<file path="config.mk">
export PLATFORM = sky130hd
export DESIGN_NAME = fdiv_arb
export DESIGN_NICKNAME = d
export VERILOG_FILES = /design/src/rtl/fdiv_arb.sv
export SDC_FILE = /design/constraint.sdc
export NUM_CORES = 1
export LEC_CHECK = 0
export ABC_AREA = 1
export CAP_MARGIN = 20
export CORE_MARGIN = 2
export CORE_UTILIZATION = 45
export CTS_CLUSTER_DIAMETER = 30
export CTS_CLUSTER_SIZE = 16
export DETAILED_ROUTE_END_ITERATION = 16
export GPL_ROUTABILITY_DRIVEN = 1
export PLACE_DENSITY = 0.78
export SLEW_MARGIN = 30
export SYNTH_ARGS = -nofsm -noshare
export SYNTH_HDL_FRONTEND = slang
export SYNTH_SLANG_ARGS = --single-unit
export TNS_END_PERCENT = 5
</file>
<file path="constraint.sdc">
create_clock -name clk -period 4.7 [get_ports clk]
set_input_delay 0.47 -clock clk [delete_from_list [all_inputs] [get_ports clk]]
set_output_delay 0.47 -clock clk [all_outputs]
set_load 0.05 [all_outputs]
</file>
<file path="src/rtl/fdiv_arb.sv">
// Round-robin arbiter sharing one combinational fdiv core among NREQ requesters,
// with a registered issue stage, LAT re-timing stages and a credit-protected response FIFO.
// Optional build macro FDIV_SPECIAL_EN: +/-0 divisor yields signed infinity and rsp_dz=1.
module fdiv_arb #(
  parameter int N     = 32,
  parameter int NREQ  = 4,
  parameter int LAT   = 2,
  parameter int DEPTH = 4,
  parameter int IDW   = $clog2(NREQ)
) (
  input  logic              clk,
  input  logic              rst,
  input  logic [NREQ-1:0]   req_valid,
  output logic [NREQ-1:0]   req_ready,
  input  logic [NREQ*N-1:0] req_a,
  input  logic [NREQ*N-1:0] req_b,
  output logic [N-1:0]      div_a,
  output logic [N-1:0]      div_b,
  input  logic [N-1:0]      div_out,
  output logic              rsp_valid,
  input  logic              rsp_ready,
  output logic [N-1:0]      rsp_data,
  output logic [IDW-1:0]    rsp_id,
  output logic              rsp_dz
);

  localparam int OW = $clog2(DEPTH + 1);
  localparam int PW = (DEPTH > 1) ? $clog2(DEPTH) : 1;

  logic [OW-1:0]   occ;
  logic [IDW-1:0]  ptr;
  logic [NREQ-1:0] grant;
  logic [IDW-1:0]  gidx;
  logic            found;
  int unsigned     idx;
  logic            hs;
  logic            pop;
  logic [N-1:0]    a_sel;
  logic [N-1:0]    b_sel;

  // Grant search starts just past the last winner so each requester gets a turn.
  always_comb begin
    grant = '0;
    gidx  = '0;
    found = 1'b0;
    idx   = 0;
    if (!rst && (occ < OW'(DEPTH))) begin
      for (int unsigned k = 1; k <= NREQ; k++) begin
        idx = (int'(ptr) + k) % NREQ;
        if (!found && req_valid[idx]) begin
          found      = 1'b1;
          grant[idx] = 1'b1;
          gidx       = IDW'(idx);
        end
      end
    end
  end

  assign req_ready = grant;
  assign hs        = found;
  assign a_sel     = req_a[gidx*N +: N];
  assign b_sel     = req_b[gidx*N +: N];

  // Issue register feeding the core
  logic [N-1:0]   ia, ib;
  logic [IDW-1:0] iid;
  logic           ivld;

  always_ff @(posedge clk) begin
    if (rst) begin
      ia   <= '0;
      ib   <= '0;
      iid  <= '0;
      ivld <= 1'b0;
    end else if (hs) begin
      ia   <= a_sel;
      ib   <= b_sel;
      iid  <= gidx;
      ivld <= 1'b1;
    end else begin
      ivld <= 1'b0;
    end
  end

  assign div_a = ia;
  assign div_b = ib;

  // Stage-1 data: core result, or signed infinity when the divisor is zero
  logic [N-1:0] s1_data;
`ifdef FDIV_SPECIAL_EN
  localparam int EW = (N == 64) ? 11 : 8;
  logic idz;
  assign s1_data = idz ? {ia[N-1] ^ ib[N-1], {EW{1'b1}}, {(N-1-EW){1'b0}}} : div_out;
`else
  assign s1_data = div_out;
`endif

  logic [N-1:0]   sd   [LAT];
  logic [IDW-1:0] sid  [LAT];
  logic           svld [LAT];

  always_ff @(posedge clk) begin
    if (rst) begin
      for (int unsigned k = 0; k < LAT; k++) begin
        sd[k]   <= '0;
        sid[k]  <= '0;
        svld[k] <= 1'b0;
      end
    end else begin
      sd[0]   <= s1_data;
      sid[0]  <= iid;
      svld[0] <= ivld;
      for (int unsigned k = 1; k < LAT; k++) begin
        sd[k]   <= sd[k-1];
        sid[k]  <= sid[k-1];
        svld[k] <= svld[k-1];
      end
    end
  end

  // Response FIFO
  logic [N-1:0]   mem_d  [DEPTH];
  logic [IDW-1:0] mem_id [DEPTH];
  logic [PW-1:0]  wptr, rptr;
  logic [OW-1:0]  fcnt;
  logic           wr;

  function automatic logic [PW-1:0] nxt(input logic [PW-1:0] p);
    return (p == PW'(DEPTH - 1)) ? '0 : p + 1'b1;
  endfunction

  assign wr        = svld[LAT-1];
  assign rsp_valid = !rst && (fcnt != '0);
  assign pop       = rsp_valid && rsp_ready;
  assign rsp_data  = mem_d[rptr];
  assign rsp_id    = mem_id[rptr];

  always_ff @(posedge clk) begin
    if (wr) begin
      mem_d[wptr]  <= sd[LAT-1];
      mem_id[wptr] <= sid[LAT-1];
    end
  end

  always_ff @(posedge clk) begin
    if (rst) begin
      wptr <= '0;
      rptr <= '0;
      fcnt <= '0;
      occ  <= '0;
      ptr  <= IDW'(NREQ - 1);
    end else begin
      if (wr)  wptr <= nxt(wptr);
      if (pop) rptr <= nxt(rptr);
      case ({wr, pop})
        2'b10:   fcnt <= fcnt + 1'b1;
        2'b01:   fcnt <= fcnt - 1'b1;
        default: fcnt <= fcnt;
      endcase
      // Credits cover both the pipeline and the FIFO, so the FIFO cannot overflow.
      case ({hs, pop})
        2'b10:   occ <= occ + 1'b1;
        2'b01:   occ <= occ - 1'b1;
        default: occ <= occ;
      endcase
      if (hs) ptr <= gidx;
    end
  end

`ifdef FDIV_SPECIAL_EN
  logic sdz    [LAT];
  logic mem_dz [DEPTH];

  always_ff @(posedge clk) begin
    if (rst) begin
      idz <= 1'b0;
      for (int unsigned k = 0; k < LAT; k++) sdz[k] <= 1'b0;
    end else begin
      if (hs) idz <= (b_sel[N-2:0] == '0);
      sdz[0] <= idz;
      for (int unsigned k = 1; k < LAT; k++) sdz[k] <= sdz[k-1];
    end
  end

  always_ff @(posedge clk) begin
    if (wr) mem_dz[wptr] <= sdz[LAT-1];
  end

  assign rsp_dz = mem_dz[rptr];
`else
  assign rsp_dz = 1'b0;
`endif

endmodule

</file>
==> reports/results.ini, run 1 <==
[timing]
skew_ns = 0.0617
tightest_slew_ns = 0.845
slew_viol_final = 0
setup_slack_ns = 0.611
fin_crit_ns = 4.09
finalSetupViolations = 0
whs_ns = 0.342
finalSetupTns_ns = 0
fmax_mhz = 245
hold_viol_final = 0
layout_worst_path_cycle_share = 0.870
rsz0062_at_grt = no
slew_headroom = 0.437

[floorplanning]
fp.dieW_um = 171
row_count = 61
ios = 399
initial_core_util = 0.455
core_area_mm2 = 0.0276
die_h_um = 171
die_area_mm2 = 0.0293

[power]
p_total_mw = 12.7
power_density_mw_per_mm2 = 683
leakagePower_nw = 7.58
ir_worst_vdd_mv = 0.629

[critical_path]
critical_path.endpoint_type = primary output
crit_chain = inv_4, ha_1, inv_1, nand2_2, nand2_4, nor2_1, nand2_1, o21ai_0, a21oi_1, o21ai_0, nand2_1, inv_1, clkdlybuf4s50_1
slowest_delay_ns = 0.82
worstSetupStartpointType = flip-flop
critPathTopFamily = buffers and inverters
crit_slowest_cell = clkdlybuf4s50_1
r2r_cells = 16
crit_cells = 13
path_buf_inv = 4
crit_arrival_ns = 3.62
cp_data_required_time_ns = 4.23
critical_path_class = flip-flop to primary output
cp_max_fo = 14

[synthesis]
async_reset_ff_frac = 0
synth_fp_nets = 1762
postSynthAreaPerCell_um2 = 8.67
synth_area_mm2 = 0.0126
synth.distinct_cells = 32
synthCells = 1450
ys_ff_latch = 287
synth_flop_cell = dfxtp_1
yosysWarnings = 0
ys_seq_area_frac = 0.566
synth-edff-count = 136

[global_routing]
grt.overflow.total = 0
gr-usage-all-layers = 0.268
antenna_found_initial = 4
grt_pass1_vias = 11300
grt_pass1_wl_um = 61000
grt_max_degree = 126

[clocking]
cts_resized = 0
clock-root-buffer = clkbuf_16
numCtsBuffers = 53
hold_buffers = 0
postCtsSetupBuffers = 0
cts_tree = built
htree_levels = 2
clkSinkCount = 287
clockBufferDepth = 3
clk_pin_slew_ns = 0.06
clock_latency_ns = 0.58

[routing]
vias = 11600
drtAntennaViolNets = 0
vias_per_cell = 5.16
routed_wl_um = 39900
first_iter_violations = 1009
wl_per_cell_um = 17.8
drc = 0
firstDrtPassIters = 5

[finish]
layout.nets = 2131
drive_above_1_share = 0.0719
multi_input_area_mm2 = 0.00449
instances_no_fill = 2245
fillers = 2155
final_cell_mix = 396 x clkdlybuf4s50_1, 302 x nand2_1, 268 x nand3_1
final_common_cell = clkdlybuf4s50_1
seq_area_mm2 = 0.00711
final_util = 0.671
final_cell_area_mm2 = 0.0185
syn2layout_area_growth_pct = 47.5

[placed_design]
dpl.hpwl_um = 26000
placed_area_mm2 = 0.0166
dp.cells = 2142
gp_congestion = 0.946
pre_cts_ws_ns = 1.15
port_buffers = 397

[flow_run]
drv_cap = 0

[worst_hold_path]
hold_depth = 2
min_path_type = flip-flop to flip-flop

[status]
status = completed

==> registers in the layout (all words and copies together), names as in the netlist, named ones only <==
name,count
sd,64
ivld,1
rptr,2
wptr,2
occ,3
fcnt,3
sid,4
div_b,32
ptr,2
mem_id,8
svld,2
div_a,32
mem_d,128
iid,2
==> path summary, 6_finish.rpt <==
| kind | start | to | slack (ns) |
|---|---|---|---|
| max | ptr[0]$_SDFFE_PP1P_ | req_ready[1] | 0.61 |
| min reg2reg | svld[0][0]$_SDFF_PP0_ | svld[0][1]$_SDFF_PP0_ | 0.34 |
| min | svld[0][0]$_SDFF_PP0_ | svld[0][1]$_SDFF_PP0_ | 0.34 |
| max reg2reg | ptr[0]$_SDFFE_PP1P_ | div_a[21]$_SDFFE_PP0P_ | 1.06 |
==> cell usage after synthesis, types with 2 or more instances <==
cell type	number	area share
o21ai_0	146	0.058
clkbuf_1	44	0.013
nand2_4	2	0.0018
inv_1	105	0.031
fa_1	2	0.0032
dfxtp_1	151	0.24
ha_1	15	0.015
buf_1	3	0.00090
buf_2	31	0.012
buf_6	15	0.013
edfxtp_1	136	0.32
inv_2	3	0.00090
nand2_1	302	0.090
nand3_2	3	0.0024
buf_4	8	0.0048
a21oi_1	12	0.0048
nand3_1	268	0.11
nor2_1	150	0.045
a22oi_1	3	0.0018
nand2_2	6	0.0030
o22ai_1	34	0.017
==> cell families (layout without fill, tap and decap cells) <==
kind of cell,count (synthesis),in the layout,synth area share
simple gates,735,735,0.253
flops,287,287,0.566
buf+inv,210,623,0.0774
compound gates,199,199,0.0846
fa+ha+maj,17,17,0.0181
other cells,1,5,0.000298
xor+xnor,1,1,0.000697
==> cell type report <==
cell class	count	share of cell area
multi-input combinational	953	0.242
antenna	4	0.000540
clock buffer	60	0.0746
tap	378	0.0255
inverter	109	0.0223
sequential	287	0.383
timing repair buffer	415	0.224
clock inverter	39	0.0276
==> power by group <==
part           internal, mW  switching (mW)  leakage (nW)  total (mW)
clock                  2.55            1.38         0.917        3.93
sequential             2.99           0.212          2.51        3.20
combinational          1.75            3.79          4.16        5.53
total                  7.29            5.38          7.58        12.7
==> tightest hold or removal path, stage by stage (launching register included) <==
cell and delay [ns]:
dfxtp_1 0.29, inv_1 0.04, nor2_1 0.03
==> layer usage <==
| layer | global-route usage | routed length [µm] |
|---|---|---|
| met1 | 0.327 | 15700 |
| met2 | 0.456 | 19600 |
| met3 | 0.0687 | 3270 |
| met4 | 0.101 | 1290 |
| met5 | 0 | 0 |
(Power assumes the default switching activity.)
==> run 2: changes to the inputs <==
--- a/config.mk
+++ b/config.mk
@@ -7,13 +7,15 @@
 export LEC_CHECK = 0
 export ABC_AREA = 1
 export CAP_MARGIN = 20
+export CELL_PAD_IN_SITES_DETAIL_PLACEMENT = 0
+export CELL_PAD_IN_SITES_GLOBAL_PLACEMENT = 1
 export CORE_MARGIN = 2
-export CORE_UTILIZATION = 45
+export CORE_UTILIZATION = 37
 export CTS_CLUSTER_DIAMETER = 30
 export CTS_CLUSTER_SIZE = 16
 export DETAILED_ROUTE_END_ITERATION = 16
 export GPL_ROUTABILITY_DRIVEN = 1
-export PLACE_DENSITY = 0.78
+export PLACE_DENSITY_LB_ADDON = 0.1
 export SLEW_MARGIN = 30
 export SYNTH_ARGS = -nofsm -noshare
 export SYNTH_HDL_FRONTEND = slang
==> run 2 against run 1 <==
  * Sequential share of layout area down 0.52 points
  * Combinational power grew 1%
  * Critical path depth unchanged
  * Worst hold slack better by 0.035 ns
  * Fmax increased by 0.89%
  * Cell count grew 3.8%
  * Critical endpoint unchanged
  * Non-clock buffer count rose by 5
==> reports/results.ini, run 2 (synthesis results as in run 1) <==
[finish]
largest_register_ffs = 128  ; unchanged
multi_input_area_mm2 = 0.00449  ; unchanged
final_cell_mix = 396 x clkdlybuf4s50_1, 302 x nand2_1, 268 x nand3_1
final_util = 0.562  ; -0.109
syn2layout_area_growth_pct = 49.6
final_common_cell = clkdlybuf4s50_1
largest-register = mem_d
layout.nets = 2137  ; +0.28%
seq_area_mm2 = 0.00711  ; unchanged
fillers = 2980  ; +38%
top_regs = mem_d x128, sd x64
drive_above_1_share = 0.0765  ; +0.00454

[routing]
vias = 11300  ; -2.6%
vias_per_cell = 4.84  ; -6.2%
drc = 0  ; unchanged
first_iter_violations = 484  ; -52%
wl_per_cell_um = 18.0  ; +1.5%
maxUsedRoutingLayer = met5
m1WireLength_um = 16200  ; +3.1%
met2_length_um = 21400  ; +9.0%
met3_wirelength_um = 3260  ; -0.31%
drtAntennaViolNets = 0  ; unchanged
routed_wl_um = 42000  ; +5.3%
firstDrtPassIters = 5  ; unchanged

[timing]
fmax_mhz = 247  ; +0.89%
finalSetupViolations = 0  ; unchanged
rsz0062_at_grt = no
slew_viol_final = 0  ; unchanged
layout_worst_path_cycle_share = 0.862  ; -0.00770
fin_crit_ns = 4.05  ; -0.0362 ns
finalSetupTns_ns = 0  ; unchanged
slew_headroom = 0.451  ; +0.0142
skew_ns = 0.0131  ; -0.0486 ns
tightest_slew_ns = 0.824  ; -0.0213 ns
hold_viol_final = 0  ; unchanged

[clocking]
postCtsSetupBuffers = 0  ; unchanged
htree_levels = 2  ; unchanged
clock_latency_ns = 0.56  ; -0.02 ns
clkSinkCount = 287  ; unchanged
hold_buffers = 0  ; unchanged
cts_resized = 0  ; unchanged
clk_pin_slew_ns = 0.05  ; about the same
clockBufferDepth = 3  ; unchanged
clock-root-buffer = clkbuf_16
numCtsBuffers = 54  ; +1.9%
cts_tree = built

[placed_design]
port_buffers = 397  ; unchanged
gp_congestion = 0.893  ; -5.6%
dpl.hpwl_um = 28600  ; +10%

[global_routing]
antenna_found_initial = 13  ; +9
grt.overflow.total = 0  ; unchanged
grt_max_degree = 78  ; -38%
grt_pass1_vias = 11300  ; -0.48%
gr-usage-all-layers = 0.230  ; -0.0377
grt_pass1_wl_um = 63200  ; +3.6%

[critical_path]
crit_arrival_ns = 3.58  ; -0.04 ns
cp_max_fo = 14  ; unchanged
critical_path_class = flip-flop to primary output
critical_path.endpoint_type = primary output
worstSetupStartpointType = flip-flop
cp_data_required_time_ns = 4.23  ; about the same

[floorplanning]
core_area_mm2 = 0.0334  ; +21%
ios = 399  ; unchanged
initial_core_util = 0.376  ; -0.0791
die_h_um = 188  ; +10%
row_count = 67  ; +9.8%
fp.dieW_um = 188  ; +10%
die_area_mm2 = 0.0355  ; +21%

[power]
leakagePower_nw = 7.63  ; +0.58%
seq_power_share = 0.247  ; -0.006
p_clk_frac = 0.319  ; +0.009
ir_worst_vdd_mv = 0.328  ; -48%
comb_power_share = 0.433  ; -0.004
sw_frac_of_total = 0.419  ; -0.00581
power_density_mw_per_mm2 = 687  ; +0.59%
p_switching_mw = 5.41  ; +0.58%
p_int_mw = 7.51  ; +3.0%

[status]
status = completed

[worst_hold_path]
min_path_type = primary input to flip-flop

[flow_run]
drv_cap = 0  ; unchanged

## run 2: worst max-delay path, cell delays in order (launching register included)
cell             delay [ns]
dfxtp_1                0.65
inv_4                  0.15
ha_1                   0.41
inv_1                  0.10
nand2_2                0.10
nand2_4                0.10
nor2_1                 0.23
nand2_1                0.07
o21ai_0                0.08
a21oi_1                0.06
o21ai_0                0.09
nand2_1                0.09
inv_1                  0.08
clkdlybuf4s50_1        0.80
## run 2: worst paths after layout
path	from	endpoint	cells past startpoint	slack, ns
worst min register to register	sd[0][5]$_SDFF_PP0_	sd[0][37]$_SDFF_PP0_	2	0.39
worst max register to register	ptr[0]$_SDFFE_PP1P_	div_b[21]$_SDFFE_PP0P_	15	1.09
worst max-delay path	ptr[0]$_SDFFE_PP1P_	req_ready[1]	13	0.65
worst min-delay path	rst	flip-flop	4	0.38
## run 2: per-layer routing
layer  GRT usage  vias up
met1       0.258     5219
li1            -     5635
met2       0.407      349
met5           0        -
met4      0.0868        4
met3      0.0732       73
## run 2: power groups by stage
stage | Combinational [mW] | Sequential (mW) | Clock (mW)
after global routing | 6.12 | 3.23 | 4.33
after floorplan | 3.17 | 4.02 | 0
after global placement | 5.61 | 3.22 | 0
after detailed placement | 5.63 | 3.23 | 0
after CTS | 5.66 | 3.19 | 4.20
final | 5.60 | 3.19 | 4.12
## run 2: layout make-up
class                      count  share of cell area
tap                          448              0.0298
clock buffer                  60              0.0758
antenna                       12             0.00160
inverter                     109              0.0219
sequential                   287               0.378
multi-input combinational    953               0.239
clock inverter                41              0.0308
timing repair buffer         420               0.223
## run 2: per-stage QoR
step / instances / total power [mW] / worst slack [ns] / cell area (µm²) / hold WS, ns
floorplan: 1450 / 7.19 / 1.72 / 12600 / 0.388
global placement: 2217 / 8.83 / 1.17 / 16800 / 0.390
detailed placement: 2217 / 8.86 / 1.08 / 16800 / 0.393
CTS: 2318 / 13.0 / 0.657 / 18800 / 0.356
global route: 2327 / 13.7 / 0.427 / 18800 / 0.372
finish: 2330 / 12.9 / 0.647 / 18800 / 0.377
